<file path="src/rtl/cam_capture.sv">
// OV7670 RGB565 capture: synchronises the camera bus into clk_25m,
// pairs bytes into pixels and writes them linearly into the frame buffer.
module cam_capture #(
  parameter int H_PIX       = 320,
  parameter int V_LINE      = 240,
  parameter int SKIP_FRAMES = 2,
  parameter int ADDR_W      = 17
) (
  input  logic              clk_25m,
  input  logic              rst,
  input  logic              init_done,
  input  logic              cam_pclk,
  input  logic              cam_vsync,
  input  logic              cam_href,
  input  logic [7:0]        cam_data,
  output logic              wr_en,
  output logic [ADDR_W-1:0] wr_addr,
  output logic [15:0]       wr_data,
  output logic              frame_done,
  output logic              cap_err
);

  localparam int NPIX = H_PIX * V_LINE;
  localparam logic [ADDR_W-1:0] LAST = ADDR_W'(NPIX - 1);
  localparam int XW = $clog2(H_PIX + 2) + 1;
  localparam logic [XW-1:0] X_LIM = XW'(H_PIX);

  typedef enum logic [1:0] {
    S_IDLE,
    S_WAIT_VS,
    S_ARMED,
    S_CAPTURE
  } state_t;

  state_t r_state;
  state_t w_state_nxt;

  logic       r_pclk_m, r_pclk_s, r_pclk_d;
  logic       r_vs_m, r_vs_s, r_vs_d;
  logic       r_href_m, r_href_s, r_href_d;
  logic [7:0] r_data_m, r_data_s;

  logic              r_wr_en;
  logic [ADDR_W-1:0] r_wr_addr;
  logic [15:0]       r_wr_data;
  logic              r_frame_done;
  logic              r_cap_err;

  logic [3:0]        r_skip_cnt;
  logic [ADDR_W-1:0] r_addr;
  logic [XW-1:0]     r_x;
  logic              r_phase;
  logic              r_full;
  logic [7:0]        r_hi;

  logic w_pclk_rise;
  logic w_vs_rise;
  logic w_vs_fall;
  logic w_href_fall;
  logic w_skip_inc;
  logic w_start;
  logic w_frame_end;
  logic w_take;
  logic w_line_end;

  // data shares the pclk pipeline depth so a detected edge sees its byte
  always_ff @(posedge clk_25m or posedge rst) begin
    if (rst) begin
      r_pclk_m <= 1'b0;
      r_pclk_s <= 1'b0;
      r_pclk_d <= 1'b0;
      r_vs_m   <= 1'b0;
      r_vs_s   <= 1'b0;
      r_vs_d   <= 1'b0;
      r_href_m <= 1'b0;
      r_href_s <= 1'b0;
      r_href_d <= 1'b0;
      r_data_m <= 8'd0;
      r_data_s <= 8'd0;
    end else begin
      r_pclk_m <= cam_pclk;
      r_pclk_s <= r_pclk_m;
      r_pclk_d <= r_pclk_s;
      r_vs_m   <= cam_vsync;
      r_vs_s   <= r_vs_m;
      r_vs_d   <= r_vs_s;
      r_href_m <= cam_href;
      r_href_s <= r_href_m;
      r_href_d <= r_href_s;
      r_data_m <= cam_data;
      r_data_s <= r_data_m;
    end
  end

  assign w_pclk_rise = r_pclk_s & ~r_pclk_d;
  assign w_vs_rise   = r_vs_s & ~r_vs_d;
  assign w_vs_fall   = ~r_vs_s & r_vs_d;
  assign w_href_fall = ~r_href_s & r_href_d;

  always_ff @(posedge clk_25m or posedge rst) begin
    if (rst) r_state <= S_IDLE;
    else     r_state <= w_state_nxt;
  end

  always_comb begin
    w_state_nxt = r_state;
    w_skip_inc  = 1'b0;
    w_start     = 1'b0;
    w_frame_end = 1'b0;
    w_take      = 1'b0;
    w_line_end  = 1'b0;
    if (!init_done) begin
      w_state_nxt = S_IDLE;
    end else begin
      unique case (r_state)
        S_IDLE: w_state_nxt = S_WAIT_VS;
        S_WAIT_VS: begin
          if (w_vs_rise) begin
            if (r_skip_cnt == 4'(SKIP_FRAMES)) w_state_nxt = S_ARMED;
            else                               w_skip_inc  = 1'b1;
          end
        end
        S_ARMED: begin
          if (w_vs_fall) begin
            w_state_nxt = S_CAPTURE;
            w_start     = 1'b1;
          end
        end
        S_CAPTURE: begin
          // end of frame outranks a byte arriving in the same cycle
          if (w_vs_rise) begin
            w_state_nxt = S_ARMED;
            w_frame_end = 1'b1;
          end else begin
            w_take     = w_pclk_rise & r_href_s;
            w_line_end = w_href_fall;
          end
        end
        default: w_state_nxt = S_IDLE;
      endcase
    end
  end

  always_ff @(posedge clk_25m or posedge rst) begin
    if (rst) begin
      r_skip_cnt <= 4'd0;
    end else if (!init_done) begin
      r_skip_cnt <= 4'd0;
    end else if (w_skip_inc) begin
      r_skip_cnt <= r_skip_cnt + 4'd1;
    end
  end

  always_ff @(posedge clk_25m or posedge rst) begin
    if (rst) begin
      r_wr_en      <= 1'b0;
      r_wr_addr    <= '0;
      r_wr_data    <= 16'd0;
      r_frame_done <= 1'b0;
      r_cap_err    <= 1'b0;
      r_addr       <= '0;
      r_x          <= '0;
      r_phase      <= 1'b0;
      r_full       <= 1'b0;
      r_hi         <= 8'd0;
    end else begin
      r_wr_en      <= 1'b0;
      r_frame_done <= w_frame_end;
      if (w_start) begin
        r_addr  <= '0;
        r_x     <= '0;
        r_phase <= 1'b0;
        r_full  <= 1'b0;
      end else if (!init_done || w_frame_end) begin
        r_phase <= 1'b0;
      end else if (w_take) begin
        if (!r_phase) begin
          r_hi    <= r_data_s;
          r_phase <= 1'b1;
        end else begin
          r_phase <= 1'b0;
          // saturate just past H_PIX so an overlong line never aliases back
          if (r_x <= X_LIM) r_x <= r_x + XW'(1);
          if (r_full) begin
            r_cap_err <= 1'b1;
          end else begin
            r_wr_en   <= 1'b1;
            r_wr_addr <= r_addr;
            r_wr_data <= {r_hi, r_data_s};
            if (r_addr == LAST) r_full <= 1'b1;
            else                r_addr <= r_addr + ADDR_W'(1);
          end
        end
      end else if (w_line_end) begin
        if (r_x != X_LIM) r_cap_err <= 1'b1;
        r_x     <= '0;
        r_phase <= 1'b0;
      end
    end
  end

  assign wr_en      = r_wr_en;
  assign wr_addr    = r_wr_addr;
  assign wr_data    = r_wr_data;
  assign frame_done = r_frame_done;
  assign cap_err    = r_cap_err;

endmodule

</file>
<file path="config.mk">
export PLATFORM = sky130hd
export DESIGN_NAME = cam_capture
export DESIGN_NICKNAME = d
export VERILOG_FILES = /design/src/rtl/cam_capture.sv
export SDC_FILE = /design/constraint.sdc
export NUM_CORES = 1
export LEC_CHECK = 0
export CORE_MARGIN = 5
export CORE_UTILIZATION = 28
export DETAILED_ROUTE_END_ITERATION = 8
export GPL_ROUTABILITY_DRIVEN = 0
export HOLD_SLACK_MARGIN = 0.02
export PLACE_DENSITY = 0.48
export SETUP_SLACK_MARGIN = 0.05
export SLEW_MARGIN = 10
export SYNTH_ARGS = -nofsm -noshare
export SYNTH_HDL_FRONTEND = slang
export SYNTH_SLANG_ARGS = --single-unit
</file>
<file path="constraint.sdc">
create_clock -name clk_25m -period 3.95 [get_ports clk_25m]
set_clock_uncertainty 0.1 [all_clocks]
set_input_delay 0.79 -clock clk_25m [delete_from_list [all_inputs] [get_ports clk_25m]]
set_output_delay 0.79 -clock clk_25m [all_outputs]
set_load 0.02 [all_outputs]
</file>
; ---- Yosys cells after proc, flatten, opt, wreduce, memory -nomap -nowiden
; Index checks and enable logic that the tools add are counted.
[word_totals]
register_bits = 104
inputBits = 14
wordCells = 131
[classes]
n_addsub = 3
n_lt_le_gt_ge = 1
n_eq_ne = 18
muxes = 57
n_bitwise = 13
n_reduce_logical = 16
[ops]
columns = op, count
row1 = 2-to-1 mux 17 bit, 6
row2 = 2-to-1 mux 10 bit, 6
row3 = 2-to-1 mux 1 bit, 37
row4 = adder 17 x 1 -> 17 bit (second input constant), 1
row5 = == test 17 bit (second input constant), 1
row6 = != test 3 bit (second input constant), 5
row7 = AND reduction 4 bit, 3
row8 = adder 10 x 1 -> 10 bit (second input constant), 1
row9 = less-or-equal comparator 10 x 9 -> 1 bit (second input constant), 1
row10 = 2-to-1 mux 2 bit, 5
row11 = != test 10 x 9 -> 1 bit (second input constant), 1
row12 = AND reduction 5 bit, 2
row13 = 2-to-1 mux 4 bit, 2
row14 = != test 2 bit (second input constant), 4
row15 = NOT 1 bit, 8
row16 = one-hot mux 2 bit (4 select lines), 1
row17 = nonzero test 2 bit, 4
row18 = AND reduction 6 bit, 1
row19 = AND 1 bit, 5
row20 = adder 4 x 1 -> 4 bit (second input constant), 1
row21 = == test 2 bit (second input constant), 2
row22 = == test 4 x 2 -> 1 bit (second input constant), 1
row23 = != test 2 x 1 -> 1 bit (second input constant), 2
row24 = nonzero test 4 bit, 1
row25 = other kinds (7), 7

; ---- Logic depth before layout (Yosys ltp)
; Gate-level depths: netlist of run 1.
[depth]
ltp_word = 9
mapped_depth = 8
depth_no_buf = 7

; ---- Worst setup path before layout of run 1
; No wires, ideal clock.
[synth_path]
kind = input to register
startpoint = input port init_done
endpoint = register r_x[7]
setup_ns = 0.126
arrival_ns = 2.320
t_required_ns = 3.724
path_slack_ns = 1.404
path_stages = 6
n_path_buf = 1
cell_sequence = clkbuf_1 -> nand2_1 -> or3_1 -> o21a_1 -> a311o_1 -> a221o_1
[synth_between]
elab_chain_len = 4
[synth_lines]
columns = item, line
row1 = from (decl), 11  ; input logic init_done,
row2 = 2-to-1 mux 1 bit / logical NOT 1 bit (equally long branches), "112, 174"
row3 = logical OR 1 bit / 2-to-1 mux 10 bit (equally long branches), "174, 176"
row4 = != test 2 bit (no line) / 2-to-1 mux 10 bit (equally long branches), n/a
row5 = AND reduction 4 bit (no line) / 2-to-1 mux 10 bit (equally long branches), n/a
row6 = to (signal assigned), 183  ; if (r_x <= X_LIM) r_x <= r_x + XW'(1);
row7 = to (decl), 51  ; logic [XW-1:0] r_x;
; Several ways; a longest one is shown, not always the timed one. The select of a mux whose other input is x is not followed.
; A chain may end at the register's enable or synchronous reset.

; ---- Final worst setup path of run 1
; Same ends and word-level chain as after synthesis.

==> metrics.md, run 1 <==
| Metric | Value |
|---|---|
| WL final | `8940 um` |
| Post-synthesis sequential area ratio | `61.2%` |
| First-pass GRT wire length | `15100 um` |
| Main synth FF type | `dfrtp_1` |
| Post-synth EDFFs | `0` |
| Gr ovfl total | `0` |
| Rel. slew slack | `34.3%` |
| Crit-path max FO | `11` |
| Cell taking the most area after synthesis | `dfrtp_1` |
| Gate power share | `2.7%` |
| Area growth syn-to-layout | `24.0%` |
| Drt wl/cell | `13.8 um` |
| Commonest cells post-synth | `118 x nand2_1, 104 x dfrtp_1, 14 x a21oi_1, 11 x nor2_1, 10 x inv_1` |
| Largest stage delay on the critical path | `710 ps` |
| Number of synthesized register bits | `104` |
| Pins Over Slew Limit | `0` |
| Critical Path AT | `3250 ps` |
| Worst VDD drop | `0.000187 V` |
| Share of cells above drive strength 1 | `8.23%` |
| Post-DRT Antenna Nets | `0` |
| # Post-CTS Setup Buffers | `0` |
| Inserted Clock Buffers | `9` |
| Pre-Repair DR Iteration Count | `4` |
| R2r setup slk | `1450 ps` |
| Leakage | `2.47 nW` |
| RSZ-0062 raised after global routing | `no` |
| Syn Area/Cell | `10.6 um2` |
| Fmax | `328 MHz` |
| Largest net degree at the start of global routing | `63` |
| Cts hold-fix bufs | `0` |
| Power Density | `386 mW/mm2` |
| CP endpoint kind | `flop` |
| Total track usage | `10.6%` |
| Net count, final | `476` |
| Synthesized instance count | `403` |
| Core area | `0.0150 mm2` |
| Part of the power in the clock network | `43.7%` |
| Row count | `45` |
| Cell family with most CP delay | `buffers and inverters` |
| Initial antenna violation count | `0` |
| Number of buffers added on ports | `49` |
| Critical setup path kind | `in2reg` |
| Clock Path Buffers | `2` |
| Drt drc | `0` |
| Most frequent cell after synthesis | `nand2_1` |
| CTS clock-pin slew for the worst setup and hold paths | `80 ps` |
| Detailed placer's ending HPWL | `5990 um` |
| Clock Sinks | `104` |
| Period Utilization, post-route | `77.2%` |
| Final setup vio count | `0` |
| DR vias | `3018` |
| Root buf cell | `clkbuf_16` |
| Clk Latency, worst-skew pair | `360 ps` |
| CP Launch Type | `input pin` |
| Critical-path cell list | `clkdlybuf4s50_1 > nand3_2 > or3_1 > buf_4 > a211oi_1 > and3_1 > a221o_1` |
| Count of cell types in the netlist | `53` |
| Worst Hold Slack | `249 ps` |
| CP max stage cell | `a211oi_1` |
| CTS tree | `built` |
| Least-Margin Pin Slew | `979 ps` |
| Post-CTS sizing | `0` |
| Worst min-delay path category | `reg2reg` |
| Antenna diodes | `0` |
| Die Wd | `133 um` |
| DR iter-0 viols | `217` |
| Vert. Die Dim | `133 um` |
| Maxcap violations | `0` |
| H-tree Lvls | `3` |
| Sequential power share | `53.6%` |
| Mapped Nets | `422` |
| Die area | `0.0178 mm2` |
| Sw Ratio | `23.8%` |
| Final hold vios | `0` |
| Post-synth top area share | `61.2%` |
| Switching Power | `0.484 mW` |
| Status | `finished, final reports clean` |
| Vias in the first global route | `3077` |
| Synth warn | `0` |
| Post-synthesis async set-or-reset flop share | `100%` |
| Int Power | `1.55 mW` |
| CP Buf/Inv Count | `2` |
| Post-route minimum period | `3050 ps` |
| Starting Density | `28.3%` |
| CP Data Required Time | `4150 ps` |
| Post-Route Setup TNS | `0 ps` |
| # IOs | `50` |
| Vias per inst | `4.64` |
| Area contributors post-synth | `dfrtp_1 61%, nand2_1 10%, mux2_2 2.4%` |
| Mapped Area | `0.00426 mm2` |
[sequential cells by signal (all words and copies together), names as in the netlist, 2 cells and up]
| register | cells |
|---|---|
| r_skip_cnt | 4 |
| wr_addr | 17 |
| r_addr | 17 |
| r_x | 10 |
| wr_data | 16 |
| r_data_m | 8 |
| r_data_s | 8 |
| r_state | 2 |
| r_hi | 8 |
[area by class of cell]
cell class,count,area [um2]
clock buffers,9,225
clock inverters,7,70.1
fillers,1498,9760
inverters,11,43.8
multi-input cells,274,1550
flip-flops and latches,104,2600
well taps,188,235
repair buffers,57,551
[cells by family after synthesis]
kind of cell | Yosys count | share of synthesized area (%)
AO/OA/AOI/OAI | 51 | 8.00
XOR/XNOR | 7 | 1.44
adder cells (fa/ha/maj) | 5 | 1.47
buffers and inverters | 25 | 2.41
flip-flops | 104 | 61.2
multiplexers | 12 | 3.09
AND/OR/NAND/NOR | 199 | 22.4
[worst paths after layout]
check,to,cells after the start,startpoint
min in group asynchronous,r_data_m[5]$_DFF_PP0_,2,rst
hold / removal,r_data_s[2]$_DFF_PP0_,0,r_data_m[2]$_DFF_PP0_
max in group asynchronous,wr_addr[10]$_DFFE_PP0P_,3,rst
setup reg to reg,r_x[7]$_DFFE_PP0P_,7,r_x[0]$_DFFE_PP0P_
setup / recovery,r_x[7]$_DFFE_PP0P_,7,init_done
hold reg to reg,r_data_s[2]$_DFF_PP0_,0,r_data_m[2]$_DFF_PP0_
[worst reg2reg max path, stage by stage, from the launching register on]
cell and delay (ps):
dfrtp_1 420, inv_1 100, ha_1 150, nor4bb_1 290, nand4_1 240, a211oi_1 740
and3_1 280, a221o_1 110
[stage by stage]
stage	setup slack, ps	cells	utilization (%)	cell area [um2]	total power [mW]
2_1_floorplan	328	403	-	4260	1.14
3_3_place_gp	596	634	33.1	4980	1.17
3_5_place_dp	540	634	33.1	4980	1.17
4_1_cts	920	650	35.1	5280	2.08
5_1_grt	707	650	35.1	5280	2.12
6_report	900	650	35.1	5280	2.04
[routing by layer]
layer / global-route usage (%) / wire, um
met5: 0 / 0
met2: 16.5 / 4100
met4: 5.43 / 257
met1: 13.5 / 4250
met3: 3.10 / 327
[layout by cell type, fill, tap and decap left out, types with 3 or more instances in the layout]
master | netlist | final
a21oi_1 | 14 | 14
nand4_1 | 8 | 8
mux2_2 | 9 | 9
mux2i_1 | 3 | 3
clkbuf_16 | 0 | 9
o211ai_1 | 3 | 3
nor2_1 | 11 | 11
or4_1 | 7 | 7
inv_6 | 0 | 3
and2_1 | 4 | 4
o21ai_0 | 8 | 8
buf_4 | 0 | 8
dfrtp_1 | 104 | 104
nand2_1 | 118 | 118
clkdlybuf4s50_1 | 0 | 49
nand2b_1 | 4 | 4
ha_1 | 5 | 5
and4_1 | 3 | 3
xnor2_1 | 5 | 5
and3_1 | 7 | 7
or3_1 | 7 | 7
o31ai_1 | 6 | 6
nor3_1 | 5 | 5
o21a_1 | 4 | 4
nand3_1 | 7 | 7
inv_1 | 10 | 9
[power by group through the flow]
stage | logic [mW] | registers (mW) | clock network, mW
floorplan | 0.0318 | 1.11 | 0
global placement | 0.0566 | 1.11 | 0
CTS | 0.0580 | 1.09 | 0.932
finish | 0.0552 | 1.09 | 0.890
detailed placement | 0.0578 | 1.11 | 0
global route | 0.0654 | 1.09 | 0.957
Power figures use the tool's default switching activity.
==> run 2: changes to the inputs <==
--- a/config.mk
+++ b/config.mk
@@ -10,7 +10,7 @@
 export DETAILED_ROUTE_END_ITERATION = 8
 export GPL_ROUTABILITY_DRIVEN = 0
 export HOLD_SLACK_MARGIN = 0.02
-export PLACE_DENSITY = 0.48
+export PLACE_DENSITY = 0.49
 export SETUP_SLACK_MARGIN = 0.05
 export SLEW_MARGIN = 10
 export SYNTH_ARGS = -nofsm -noshare
==> constraint.sdc (replaced) <==
create_clock -name clk_25m -period 2.5 [get_ports clk_25m]
set_clock_uncertainty 0.1 [all_clocks]
set_input_delay 0.5 -clock clk_25m [delete_from_list [all_inputs] [get_ports clk_25m]]
set_output_delay 0.5 -clock clk_25m [all_outputs]
set_load 0.02 [all_outputs]
==> run 2 against run 1 <==
Compared with the run above:
- utilization grew 0.79 points
- design area grew 2.3%
- wire length grew 0.36%
- critical path type unchanged
- critical endpoint unchanged
- largest cell class unchanged
- largest power group unchanged
==> metrics.md, run 2 (synthesis gave the netlist of run 1 again) <==
| Metric | Value |
|---|---|
| Row count | `45 (unchanged)` |
| Uppermost layer routed | `met4` |
| Initial antenna violation count | `0 (unchanged)` |
| CP Buf/Inv Count | `2 (unchanged)` |
| Root buf cell | `clkbuf_16` |
| Clock Sinks | `104 (unchanged)` |
| Worst VDD drop | `0.000305 V (+63%)` |
| Rel. slew slack | `62.4% (+28 points)` |
| Critical setup path kind | `in2reg` |
| Vias in the first global route | `3257 (+5.8%)` |
| Vias per inst | `4.71 (+1.5%)` |
| Drt drc | `0 (unchanged)` |
| Period Utilization, post-route | `94.7%` |
| Net count, final | `487 (+2.3%)` |
| Starting Density | `28.3% (unchanged)` |
| Worst R2R Start | `r_x[0]$_DFFE_PP0P_` |
| Largest stage delay on the critical path | `510 ps (-200 ps)` |
| Reg2reg end | `r_x[7]$_DFFE_PP0P_` |
| Commonest non-fill, non-tap cell in the layout | `nand2_1` |
| Cts hold-fix bufs | `0 (unchanged)` |
| WL met2 | `4150 um (+1.2%)` |
| Crit-path max FO | `10 (-1)` |
| Met3 Wirelength | `328 um (+0.31%)` |
| Hold_sp | `r_vs_m$_DFF_PP0_` |
| Die area | `0.0178 mm2 (unchanged)` |
| Core area | `0.0150 mm2 (unchanged)` |
| Status | `finished, final reports clean` |
| Least-Margin Pin Slew | `565 ps (-414 ps)` |
| DR iter-0 viols | `200 (-7.8%)` |
| Hold path depth | `0 (unchanged)` |
| CP max stage cell | `clkdlybuf4s50_1` |
| WL final | `8970 um (+0.36%)` |
| CP endpoint kind | `flop` |
| CTS tree | `built` |
| Hold EP | `r_vs_s$_DFF_PP0_` |
| CTS clock-pin slew for the worst setup and hold paths | `80 ps (about the same)` |
| Antenna diodes | `0 (unchanged)` |
| Post-DRT Antenna Nets | `0 (unchanged)` |
| Clock Path Buffers | `2 (unchanged)` |
| Inserted Clock Buffers | `9 (unchanged)` |
| Number of buffers added on ports | `49 (unchanged)` |
| DP Worst Slack | `-306 ps (-846 ps)` |
| # IOs | `50 (unchanged)` |
| Worst min-delay path category | `reg2reg` |
| Final setup vio count | `0 (unchanged)` |
| First-pass GRT wire length | `15700 um (+3.8%)` |
| Clk Latency, worst-skew pair | `360 ps (about the same)` |
| Die Wd | `133 um (unchanged)` |
| Pins Over Slew Limit | `0 (unchanged)` |
| Setup ws final | `133 ps (-767 ps)` |
| Leakage | `2.53 nW (+2.4%)` |
| Vert. Die Dim | `133 um (unchanged)` |
| Critical Path AT | `2510 ps (-740 ps)` |
| Final hold vios | `0 (unchanged)` |
| Share of cells above drive strength 1 | `10.8% (+2.6 points)` |
| H-tree Lvls | `3 (unchanged)` |
| Total power | `3.23 mW (+59%)` |
| Post-Route Setup TNS | `0 ps (unchanged)` |
| Total track usage | `10.9% (+0.30 points)` |
| Worst reg2reg path depth | `6 (-1)` |
| Cell family with most CP delay | `compound AO/OA/AOI/OAI gates` |
| Most frequent cells in the layout | `118 x nand2_1, 104 x dfrtp_1, 49 x clkdlybuf4s50_1, 17 x buf_4, 14 x a21oi_1` |
| CP Launch Type | `input pin` |
| Pre-Repair DR Iteration Count | `4 (unchanged)` |
| Drt wl/cell | `13.6 um (-1.3%)` |
| Gr ovfl total | `0 (unchanged)` |
| WL met1 | `4260 um (+0.24%)` |
| Maxcap violations | `0 (unchanged)` |
| Detailed placer's ending HPWL | `6090 um (+1.7%)` |
| R2r setup slk | `260 ps (-1190 ps)` |
| Largest net degree at the start of global routing | `105 (+67%)` |
| Area growth syn-to-layout | `26.8%` |
| Power Density | `599 mW/mm2 (+55%)` |
| Post-route minimum period | `2370 ps` |
| DR vias | `3115 (+3.2%)` |
| CP Data Required Time | `2650 ps (-1500 ps)` |
| RSZ-0062 raised after global routing | `yes` |
| Critical-path cell list | `clkdlybuf4s50_1 > buf_4 > nand2_1 > or3_1 > o21a_1 > a311o_2 > a221o_1` |
| Fmax | `422 MHz` |
run 2: cell count changes in the layout (fill, tap and decap cells not counted), sizes merged:
cell	delta
buf	+11
clkinvlp	+1
inv	-1
run 2: report_power, final:
group,leakage (nW),switching [mW],internal [mW]
registers,1.38,0.0164,1.71
clock network,0.147,0.708,0.708
logic,0.997,0.0514,0.0388
run 2: metal layers:
metal	up-vias	global-route usage, %
met5	-	0
met4	0	5.60
met3	15	2.61
met2	54	17.2
met1	1530	14.0
li1	1516	-
run 2: timing repair:
item / 4_1_cts / 5_1_grt
endpoints found under the setup margin: 0 / 7
endpoints found under the hold margin: 0 / 0
buffers inserted: 0 / 0
resized for setup: 0 / 3
run 2: layout make-up:
| cell class | count | area, um2 |
|---|---|---|
| clock buffer | 9 | 225 |
| tap | 188 | 235 |
| sequential | 104 | 2600 |
| fill | 1503 | 9640 |
| multi-input combinational | 274 | 1560 |
| clock inverter | 7 | 70.1 |
| inverter | 11 | 45.0 |
| timing repair buffer | 68 | 658 |
run 2: worst max-delay path by stage:
stage              start                     to  slack, ps  depth (start not counted)
6_report       init_done     r_x[7]$_DFFE_PP0P_        130                          7
5_1_grt        init_done  r_addr[3]$_DFFE_PP0P_         50                          7
4_1_cts        init_done  r_addr[3]$_DFFE_PP0P_         70                          7
3_5_place_dp   init_done  r_addr[3]$_DFFE_PP0P_       -310                          7
3_3_place_gp   init_done  r_addr[3]$_DFFE_PP0P_       -290                          7
2_1_floorplan  init_done     r_x[7]$_DFFE_PP0P_        240                          6
run 2: worst reg2reg max path, cell delays in order, from the launching register on:
cell	delay, ps
dfrtp_1	430
inv_1	100
ha_1	140
nor4bb_1	270
nand4_1	230
a311o_2	490
a221o_1	360
run 2: through the flow:
step                cells  util [%]  area, um2  hold WS (ps)
global route          661      35.9       5400           258
floorplan             403         -       4260           231
finish                661      35.9       5400           249
global placement      645      33.9       5090           233
detailed placement    645      33.9       5090           235
CTS                   661      35.8       5390           253
